===== config.mk =====
export PLATFORM = sky130hd
export DESIGN_NAME = execute_ctrl_flat
export DESIGN_NICKNAME = d
export VERILOG_FILES = /design/src/rtl/execute_ctrl_pkg.sv /design/src/rtl/execute_ctrl_if.sv /design/src/rtl/execute_ctrl_fwd_unit.sv /design/src/rtl/execute_ctrl.sv /design/src/flat_wrapper.sv
export SDC_FILE = /design/constraint.sdc
export NUM_CORES = 1
export LEC_CHECK = 0
export ABC_AREA = 0
export CAP_MARGIN = 20
export CORE_ASPECT_RATIO = 1.75
export CORE_MARGIN = 10
export CORE_UTILIZATION = 44
export DETAILED_ROUTE_END_ITERATION = 8
export HOLD_SLACK_MARGIN = 0.08
export PLACE_DENSITY = 0.76
export SETUP_SLACK_MARGIN = 0.3
export SYNTH_ARGS = -nofsm -noshare
export SYNTH_HDL_FRONTEND = slang
export SYNTH_SLANG_ARGS = --single-unit

===== constraint.sdc =====
create_clock -name i_clk -period 1.9 [get_ports i_clk]
set_input_delay 0.475 -clock i_clk [delete_from_list [all_inputs] [get_ports i_clk]]
set_output_delay 0.475 -clock i_clk [all_outputs]
set_load 0.05 [all_outputs]

===== src/rtl/execute_ctrl_pkg.sv =====
// Shared types and constants for the execute-stage sequencing and hazard controller.
package execute_ctrl_pkg;

  localparam int RA_W = 5;

  // Operand source selects driven to the execute stage.
  localparam logic [1:0] FWD_RF  = 2'b00;
  localparam logic [1:0] FWD_MEM = 2'b01;
  localparam logic [1:0] FWD_WB  = 2'b10;

  // MEM stage: only what forwarding needs to see.
  typedef struct packed {
    logic            valid;
    logic [RA_W-1:0] rd;
    logic            reg_write;
    logic            mem_read;
  } stage_t;

  // EX stage: destination tracking plus sources and decoded execute controls.
  typedef struct packed {
    logic            valid;
    logic [RA_W-1:0] rd;
    logic [RA_W-1:0] rs;
    logic [RA_W-1:0] rt;
    logic            use_rs;
    logic            use_rt;
    logic            reg_write;
    logic            mem_read;
    logic            alu_src;
    logic [1:0]      alu_op;
    logic            ext_op;
  } ex_stage_t;

  // A bubble is the all-zero stage: invalid, writes nothing, rd/rs/rt = r0.
  localparam stage_t    STAGE_BUBBLE = '0;
  localparam ex_stage_t EX_BUBBLE    = '0;

endpackage


===== src/rtl/execute_ctrl_if.sv =====
// ID-side inputs and execute-side outputs of the execute controller.
// Handshake: i_id_valid=1 offers an instruction in ID; it is taken on a rising
// edge where o_stall=0 and i_flush=0. While o_stall=1 the producer must keep
// the same ID instruction presented.
interface execute_ctrl_if #(
  parameter int CNT_W = 16
);
  import execute_ctrl_pkg::*;

  logic            i_id_valid;
  logic [RA_W-1:0] i_id_rs;
  logic [RA_W-1:0] i_id_rt;
  logic            i_id_useRs;
  logic            i_id_useRt;
  logic [RA_W-1:0] i_id_rd;
  logic            i_id_regWrite;
  logic            i_id_memRead;
  logic            i_id_ALUSrc;
  logic [1:0]      i_id_ALUop;
  logic            i_id_extOp;
  logic            i_hold;
  logic            i_flush;

  logic             o_ALUSrc;
  logic [1:0]       o_ALUop;
  logic             o_extOp;
  logic [1:0]       o_fwdA;
  logic [1:0]       o_fwdB;
  logic             o_stall;
  logic [RA_W-1:0]  o_ex_rd;
  logic [RA_W-1:0]  o_mem_rd;
  logic [RA_W-1:0]  o_wb_rd;
  logic             o_mem_regWrite;
  logic             o_wb_regWrite;
  logic             o_mem_memRead;
  logic [CNT_W-1:0] o_stall_cnt;

  modport master (
    output i_id_valid, i_id_rs, i_id_rt, i_id_useRs, i_id_useRt, i_id_rd,
           i_id_regWrite, i_id_memRead, i_id_ALUSrc, i_id_ALUop, i_id_extOp,
           i_hold, i_flush,
    input  o_ALUSrc, o_ALUop, o_extOp, o_fwdA, o_fwdB, o_stall, o_ex_rd,
           o_mem_rd, o_wb_rd, o_mem_regWrite, o_wb_regWrite, o_mem_memRead,
           o_stall_cnt
  );

  modport slave (
    input  i_id_valid, i_id_rs, i_id_rt, i_id_useRs, i_id_useRt, i_id_rd,
           i_id_regWrite, i_id_memRead, i_id_ALUSrc, i_id_ALUop, i_id_extOp,
           i_hold, i_flush,
    output o_ALUSrc, o_ALUop, o_extOp, o_fwdA, o_fwdB, o_stall, o_ex_rd,
           o_mem_rd, o_wb_rd, o_mem_regWrite, o_wb_regWrite, o_mem_memRead,
           o_stall_cnt
  );

endinterface


===== src/rtl/execute_ctrl_fwd_unit.sv =====
// Operand forwarding select for one EX source register.
module execute_ctrl_fwd_unit
  import execute_ctrl_pkg::*;
(
  input  logic [RA_W-1:0] src,
  input  logic            use_src,
  input  logic [RA_W-1:0] mem_rd,
  input  logic            mem_reg_write,
  input  logic            mem_mem_read,
  input  logic [RA_W-1:0] wb_rd,
  input  logic            wb_reg_write,
  output logic [1:0]      sel
);

  // MEM wins over WB; a load in MEM has no data yet so it never forwards from MEM.
  always_comb begin
    sel = FWD_RF;
    if (use_src && src != '0) begin
      if (mem_reg_write && !mem_mem_read && mem_rd == src) begin
        sel = FWD_MEM;
      end else if (wb_reg_write && wb_rd == src) begin
        sel = FWD_WB;
      end
    end
  end

endmodule


===== src/rtl/execute_ctrl.sv =====
// ID/EX sequencing and hazard control: EX/MEM/WB destination tracking,
// operand forwarding, load-use bubble insertion and a stall-cycle counter.
module execute_ctrl
  import execute_ctrl_pkg::*;
#(
  parameter int CNT_W = 16
) (
  input  logic           i_clk,
  input  logic           i_rst,
  execute_ctrl_if.slave  bus
);

  ex_stage_t        ex;
  stage_t           mem;
  logic             wb_valid;
  logic [RA_W-1:0]  wb_rd;
  logic             wb_reg_write;
  logic [CNT_W-1:0] stall_cnt;
  ex_stage_t        id_ex;
  logic             hazard;

  // ID fields gated by i_id_valid so an empty ID slot becomes a clean bubble.
  always_comb begin
    id_ex = EX_BUBBLE;
    if (bus.i_id_valid) begin
      id_ex.valid     = 1'b1;
      id_ex.rd        = bus.i_id_rd;
      id_ex.rs        = bus.i_id_rs;
      id_ex.rt        = bus.i_id_rt;
      id_ex.use_rs    = bus.i_id_useRs;
      id_ex.use_rt    = bus.i_id_useRt;
      id_ex.reg_write = bus.i_id_regWrite;
      id_ex.mem_read  = bus.i_id_memRead;
      id_ex.alu_src   = bus.i_id_ALUSrc;
      id_ex.alu_op    = bus.i_id_ALUop;
      id_ex.ext_op    = bus.i_id_extOp;
    end
  end

  // Load in EX whose (non-r0) result is read by a live, non-flushed ID instruction.
  always_comb begin
    hazard = ex.valid && ex.mem_read && (ex.rd != '0) &&
             ((bus.i_id_useRs && bus.i_id_rs == ex.rd) ||
              (bus.i_id_useRt && bus.i_id_rt == ex.rd)) &&
             bus.i_id_valid && !bus.i_flush;
  end

  // Pipeline advance unless held; flush or hazard turns the EX load into a bubble.
  always_ff @(posedge i_clk or posedge i_rst) begin
    if (i_rst) begin
      ex           <= EX_BUBBLE;
      mem          <= STAGE_BUBBLE;
      wb_valid     <= 1'b0;
      wb_rd        <= '0;
      wb_reg_write <= 1'b0;
      stall_cnt    <= '0;
    end else if (!bus.i_hold) begin
      wb_valid     <= mem.valid;
      wb_rd        <= mem.rd;
      wb_reg_write <= mem.reg_write;
      mem.valid     <= ex.valid;
      mem.rd        <= ex.rd;
      mem.reg_write <= ex.reg_write;
      mem.mem_read  <= ex.mem_read;
      if (bus.i_flush || hazard) begin
        ex <= EX_BUBBLE;
      end else begin
        ex <= id_ex;
      end
      if (hazard && stall_cnt != '1) begin
        stall_cnt <= stall_cnt + CNT_W'(1);
      end
    end
  end

  execute_ctrl_fwd_unit u_fwd_a (
    .src           (ex.rs),
    .use_src       (ex.use_rs),
    .mem_rd        (mem.rd),
    .mem_reg_write (mem.valid && mem.reg_write),
    .mem_mem_read  (mem.mem_read),
    .wb_rd         (wb_rd),
    .wb_reg_write  (wb_valid && wb_reg_write),
    .sel           (bus.o_fwdA)
  );

  execute_ctrl_fwd_unit u_fwd_b (
    .src           (ex.rt),
    .use_src       (ex.use_rt),
    .mem_rd        (mem.rd),
    .mem_reg_write (mem.valid && mem.reg_write),
    .mem_mem_read  (mem.mem_read),
    .wb_rd         (wb_rd),
    .wb_reg_write  (wb_valid && wb_reg_write),
    .sel           (bus.o_fwdB)
  );

  assign bus.o_ALUSrc       = ex.alu_src;
  assign bus.o_ALUop        = ex.alu_op;
  assign bus.o_extOp        = ex.ext_op;
  assign bus.o_stall        = bus.i_hold || hazard;
  assign bus.o_ex_rd        = ex.rd;
  assign bus.o_mem_rd       = mem.rd;
  assign bus.o_wb_rd        = wb_rd;
  assign bus.o_mem_regWrite = mem.reg_write;
  assign bus.o_wb_regWrite  = wb_reg_write;
  assign bus.o_mem_memRead  = mem.mem_read;
  assign bus.o_stall_cnt    = stall_cnt;

endmodule


===== src/flat_wrapper.sv =====
// flat-port wrapper written by rule: the top's interface ports become plain ports
module execute_ctrl_flat import execute_ctrl_pkg::*;
#(
  parameter int CNT_W = 16
)
  (i_clk, i_rst, bus_i_id_valid, bus_i_id_rs, bus_i_id_rt, bus_i_id_useRs, bus_i_id_useRt, bus_i_id_rd, bus_i_id_regWrite, bus_i_id_memRead, bus_i_id_ALUSrc, bus_i_id_ALUop, bus_i_id_extOp, bus_i_hold, bus_i_flush, bus_o_ALUSrc, bus_o_ALUop, bus_o_extOp, bus_o_fwdA, bus_o_fwdB, bus_o_stall, bus_o_ex_rd, bus_o_mem_rd, bus_o_wb_rd, bus_o_mem_regWrite, bus_o_wb_regWrite, bus_o_mem_memRead, bus_o_stall_cnt);
  execute_ctrl_if #(.CNT_W(CNT_W)) bus_i ();
  input  logic i_clk;
  input  logic i_rst;
  input wire logic [$bits(bus_i.i_id_valid)-1:0] bus_i_id_valid;
  input wire logic [$bits(bus_i.i_id_rs)-1:0] bus_i_id_rs;
  input wire logic [$bits(bus_i.i_id_rt)-1:0] bus_i_id_rt;
  input wire logic [$bits(bus_i.i_id_useRs)-1:0] bus_i_id_useRs;
  input wire logic [$bits(bus_i.i_id_useRt)-1:0] bus_i_id_useRt;
  input wire logic [$bits(bus_i.i_id_rd)-1:0] bus_i_id_rd;
  input wire logic [$bits(bus_i.i_id_regWrite)-1:0] bus_i_id_regWrite;
  input wire logic [$bits(bus_i.i_id_memRead)-1:0] bus_i_id_memRead;
  input wire logic [$bits(bus_i.i_id_ALUSrc)-1:0] bus_i_id_ALUSrc;
  input wire logic [$bits(bus_i.i_id_ALUop)-1:0] bus_i_id_ALUop;
  input wire logic [$bits(bus_i.i_id_extOp)-1:0] bus_i_id_extOp;
  input wire logic [$bits(bus_i.i_hold)-1:0] bus_i_hold;
  input wire logic [$bits(bus_i.i_flush)-1:0] bus_i_flush;
  output wire logic [$bits(bus_i.o_ALUSrc)-1:0] bus_o_ALUSrc;
  output wire logic [$bits(bus_i.o_ALUop)-1:0] bus_o_ALUop;
  output wire logic [$bits(bus_i.o_extOp)-1:0] bus_o_extOp;
  output wire logic [$bits(bus_i.o_fwdA)-1:0] bus_o_fwdA;
  output wire logic [$bits(bus_i.o_fwdB)-1:0] bus_o_fwdB;
  output wire logic [$bits(bus_i.o_stall)-1:0] bus_o_stall;
  output wire logic [$bits(bus_i.o_ex_rd)-1:0] bus_o_ex_rd;
  output wire logic [$bits(bus_i.o_mem_rd)-1:0] bus_o_mem_rd;
  output wire logic [$bits(bus_i.o_wb_rd)-1:0] bus_o_wb_rd;
  output wire logic [$bits(bus_i.o_mem_regWrite)-1:0] bus_o_mem_regWrite;
  output wire logic [$bits(bus_i.o_wb_regWrite)-1:0] bus_o_wb_regWrite;
  output wire logic [$bits(bus_i.o_mem_memRead)-1:0] bus_o_mem_memRead;
  output wire logic [$bits(bus_i.o_stall_cnt)-1:0] bus_o_stall_cnt;
  assign bus_i.i_id_valid = bus_i_id_valid;
  assign bus_i.i_id_rs = bus_i_id_rs;
  assign bus_i.i_id_rt = bus_i_id_rt;
  assign bus_i.i_id_useRs = bus_i_id_useRs;
  assign bus_i.i_id_useRt = bus_i_id_useRt;
  assign bus_i.i_id_rd = bus_i_id_rd;
  assign bus_i.i_id_regWrite = bus_i_id_regWrite;
  assign bus_i.i_id_memRead = bus_i_id_memRead;
  assign bus_i.i_id_ALUSrc = bus_i_id_ALUSrc;
  assign bus_i.i_id_ALUop = bus_i_id_ALUop;
  assign bus_i.i_id_extOp = bus_i_id_extOp;
  assign bus_i.i_hold = bus_i_hold;
  assign bus_i.i_flush = bus_i_flush;
  assign bus_o_ALUSrc = bus_i.o_ALUSrc;
  assign bus_o_ALUop = bus_i.o_ALUop;
  assign bus_o_extOp = bus_i.o_extOp;
  assign bus_o_fwdA = bus_i.o_fwdA;
  assign bus_o_fwdB = bus_i.o_fwdB;
  assign bus_o_stall = bus_i.o_stall;
  assign bus_o_ex_rd = bus_i.o_ex_rd;
  assign bus_o_mem_rd = bus_i.o_mem_rd;
  assign bus_o_wb_rd = bus_i.o_wb_rd;
  assign bus_o_mem_regWrite = bus_i.o_mem_regWrite;
  assign bus_o_wb_regWrite = bus_i.o_wb_regWrite;
  assign bus_o_mem_memRead = bus_i.o_mem_memRead;
  assign bus_o_stall_cnt = bus_i.o_stall_cnt;
  execute_ctrl #(.CNT_W(CNT_W)) u_core (.i_clk(i_clk), .i_rst(i_rst), .bus(bus_i));
endmodule

==> reports/qor.csv <==
stage,metric,value,unit
yosys,syn_area_per_cell,11.6,sq um
placed_design,dp_hpwl,6.27,mm
cells_and_area,area_growth,70.3,%
critical_path,endpoint_kind,output port,
yosys,synth_top_family_by_area,XOR/XNOR gates,
cts,cts_tree,built,
critical_path,critPathKind,flip-flop to output port,
routing,num_vias,2450,
cells_and_area,nFillCells,394,
placed_design,gp_congestion,0.808,
yosys,synth_seq_area_share,49.0,%
yosys,synth_compound_area_share,10.6,%
hold_path,worstHoldPathType,input port to asynchronous set/reset pin,
flow_run,maxCapViolations,0,
yosys,synthMuxAreaShare,6.41,%
yosys,yosys.area_share.simple,13.9,%
cells_and_area,final_core_util,76.9,%
die,dieArea,10100,sq um
yosys,synth_xor_area_share,14.0,%
sta,finalSetupViolations,45,
die,start_util,45.1,%
sta,hold_violations,0,
grt,grt_pass1_wl,15.0,mm
power,p_total,2.78,mW
sta,fmax,407,MHz
yosys,async_reset_ff_share,100,%
yosys,synth_edf_count,0,
yosys,synthCells,243,
sta,final-max-slew-violation-count,0,
sta,fin_skew,0.00750,ns
sta,rsz0062_at_grt,true,
yosys,yosysWarnings,0,
cts,clk_pin_slew,0.10,ns
cts,insertion_delay,0.31,ns
cells_and_area,antenna_cells,0,
grt,overflow,0,
routing,ant_nets,0,
critical_path,cp.required,1.42,ns
die,core_area,6230,sq um
outcome,violations,negative setup slack,
outcome,outcome,finished with violations,
routing,drc_errors,0,
yosys,synthFlopType,dfrtp_1,
cts,cts-buffers-inserted,5,
routing,routed_wl,9.55,mm
grt,antenna_found_initial,0,
routing,vias_per_cell,5.42,
yosys,synth_area,2810,sq um
yosys,ys_top_cells_by_area,"dfrtp_1 (49%), xnor2_1 (10%), a22o_2 (6.8%), mux2_2 (6.0%), xor2_1 (3.7%)",
routing,drt_iter0_markers,154,
die,die_w,80.4,um
power,peakVddDrop,0.419,mV
sta,setup_slack,-0.554,ns
power,power.leakage,2.18,nW
sta,timing.final.crit_share,129,%
placed_design,place_ws,-0.527,ns
die,ioPinCount,71,
sta,max_slew.worst_pin.slew,0.359,ns
grt,grt_usage,19.0,%
yosys,synth-adder-area-share,0.445,%
power,p_per_area,580,nW/um^2
die,die_y,126,um
die,rows,38,
yosys,synth.top_cells.by_count,"dfrtp_1 (55), xnor2_1 (33), nand3_1 (20), a22o_2 (19), mux2_2 (15)",
critical_path,start_kind,flip-flop,
yosys,syn-num-nets,272,
yosys,synth_area_leader_cell,dfrtp_1,
critical_path,crit_arrival,1.98,ns
yosys,synth_most_common_cell,dfrtp_1,
grt,grt_pass1_vias,2881,
grt,grt_max_degree,46,
sta,period_needed,2.45,ns
critical_path,path_max_fanout,2,
routing,firstDrtPassIters,4,
cts,cts_root_buffer,clkbuf_8,
yosys,synth_top_area_share,49.0,%
yosys,ys_types,36,
cts,cts_hold_buf,0,
sta,maxSlewHeadroom,75.9,%
cells_and_area,layout-drive-gt1-share,60.2,%
yosys,ys_ff_latch,55,
sta,setup_tns,-8.58,ns
cts,cts_buffer_depth,2,
routing,wl_per_cell,21.1,um
cells_and_area,final_nets,400,
cts,cts_num_sinks,55,
placed_design,port_buffers,70,
cts,h-tree-depth,2,
path summary, 6_finish.rpt:
| check | start | to | slack (ns) | cells past startpoint |
|---|---|---|---|---|
| worst min-delay path | i_rst | u_core.bus.o_mem_rd[4] | 0.45 | 2 |
| min in group i_clk | u_core.bus.o_stall_cnt[13] | u_core.bus.o_stall_cnt[13] | 0.50 | 1 |
| worst max-delay path | u_core.bus.o_mem_rd[2] | bus_o_fwdB[1] | -0.55 | 6 |
| max in group asynchronous | i_rst | u_core.bus.o_stall_cnt[6] | 0.91 | 3 |
| worst max register to register | u_core.bus.o_ex_rd[1] | u_core.bus.o_stall_cnt[4] | -0.21 | 10 |
| worst min register to register | u_core.bus.o_stall_cnt[13] | u_core.bus.o_stall_cnt[13] | 0.50 | 1 |
critical path: stages, from the launching register on:
cell     delay (ns)
dfrtp_1        0.42
xor2_1         0.19
or4_4          0.58
nor3_2         0.14
buf_4          0.14
nor3_4         0.04
buf_6          0.15
sequential cells by signal, indices dropped and copies added, names as in the netlist:
signal / count
u_core.bus.o_stall_cnt: 16
u_core.ex: 15
u_core.bus.o_ex_rd: 5
u_core.bus.o_mem_rd: 5
u_core.bus.o_wb_rd: 5
u_core.bus.o_ALUop: 2
u_core.bus.o_ALUSrc: 1
u_core.bus.o_extOp: 1
u_core.bus.o_mem_memRead: 1
u_core.bus.o_mem_regWrite: 1
u_core.bus.o_wb_regWrite: 1
u_core.mem: 1
u_core.wb_valid: 1
where the power goes:
part / internal (mW) / switching [mW] / total (mW)
clock network: 0.295 / 0.382 / 0.677
logic: 0.395 / 0.415 / 0.810
registers: 1.23 / 0.0581 / 1.29
cells in the final DEF, fill, tap and decap left out, types with 2 or more instances in the layout:
| cell type | count |
|---|---|
| a21oi_4 | 2 |
| nand3_4 | 4 |
| clkbuf_8 | 6 |
| buf_4 | 73 |
| inv_1 | 2 |
| or4_1 | 2 |
| nor3_1 | 6 |
| a22o_4 | 17 |
| nand4_1 | 8 |
| dlygate4sd2_1 | 10 |
| nor2_2 | 2 |
| buf_12 | 12 |
| clkdlybuf4s50_1 | 17 |
| buf_8 | 2 |
| xnor2_2 | 9 |
| a22o_1 | 4 |
| xor2_1 | 11 |
| buf_6 | 27 |
| dfrtp_2 | 18 |
| nand3_2 | 11 |
| nor2_1 | 3 |
| xnor2_1 | 23 |
| o21bai_4 | 2 |
| nand3_1 | 5 |
| nand2_1 | 9 |
| a22o_2 | 2 |
| dfrtp_1 | 37 |
| mux2_2 | 15 |
| or4_4 | 2 |
| nor2_4 | 3 |
| and4_1 | 3 |
| nor4_4 | 2 |
area by class of cell:
type,count,area (sq um),area share [%]
clock buffers,7,86.3,1.80
clock inverters,1,5.00,0.105
inverters,3,15.0,0.314
multi-input cells,164,1770,37.1
flip-flops and latches,55,1400,29.2
well taps,80,100,2.09
repair buffers,142,1410,29.4
per-stage QoR:
stage	hold slack, ns	instances	area, sq um
final	0.452	452	4790
after global routing	0.454	452	4790
after CTS	0.449	447	4680
after detailed placement	0.487	422	4080
after global placement	0.475	422	4080
after floorplan	0.471	243	3040
logic make-up (layout without fill, tap and decap cells):
kind of cell	after synthesis	after routing
simple gates	70	70
flops	55	55
xor+xnor	45	45
compound gates	31	32
buf+inv	25	153
mux	16	16
fa+ha+maj	1	1
metal layers:
metal / vias to the layer above / wire length, um / GRT usage [%]
li1: 1118 / - / -
met1: 1235 / 3200 / 18.1
met2: 69 / 5550 / 35.8
met3: 28 / 359 / 4.06
met4: 0 / 439 / 10.0
met5: - / 0 / 0
timing repair:
action	in CTS	in global routing
pin swaps	32	8
setup buffers	15	5
cloned	2	0
hold endpoints to repair	0	0
setup endpoints to repair	47	50
resized for setup	76	14
Note: power is estimated with default switching activity, not from simulation.
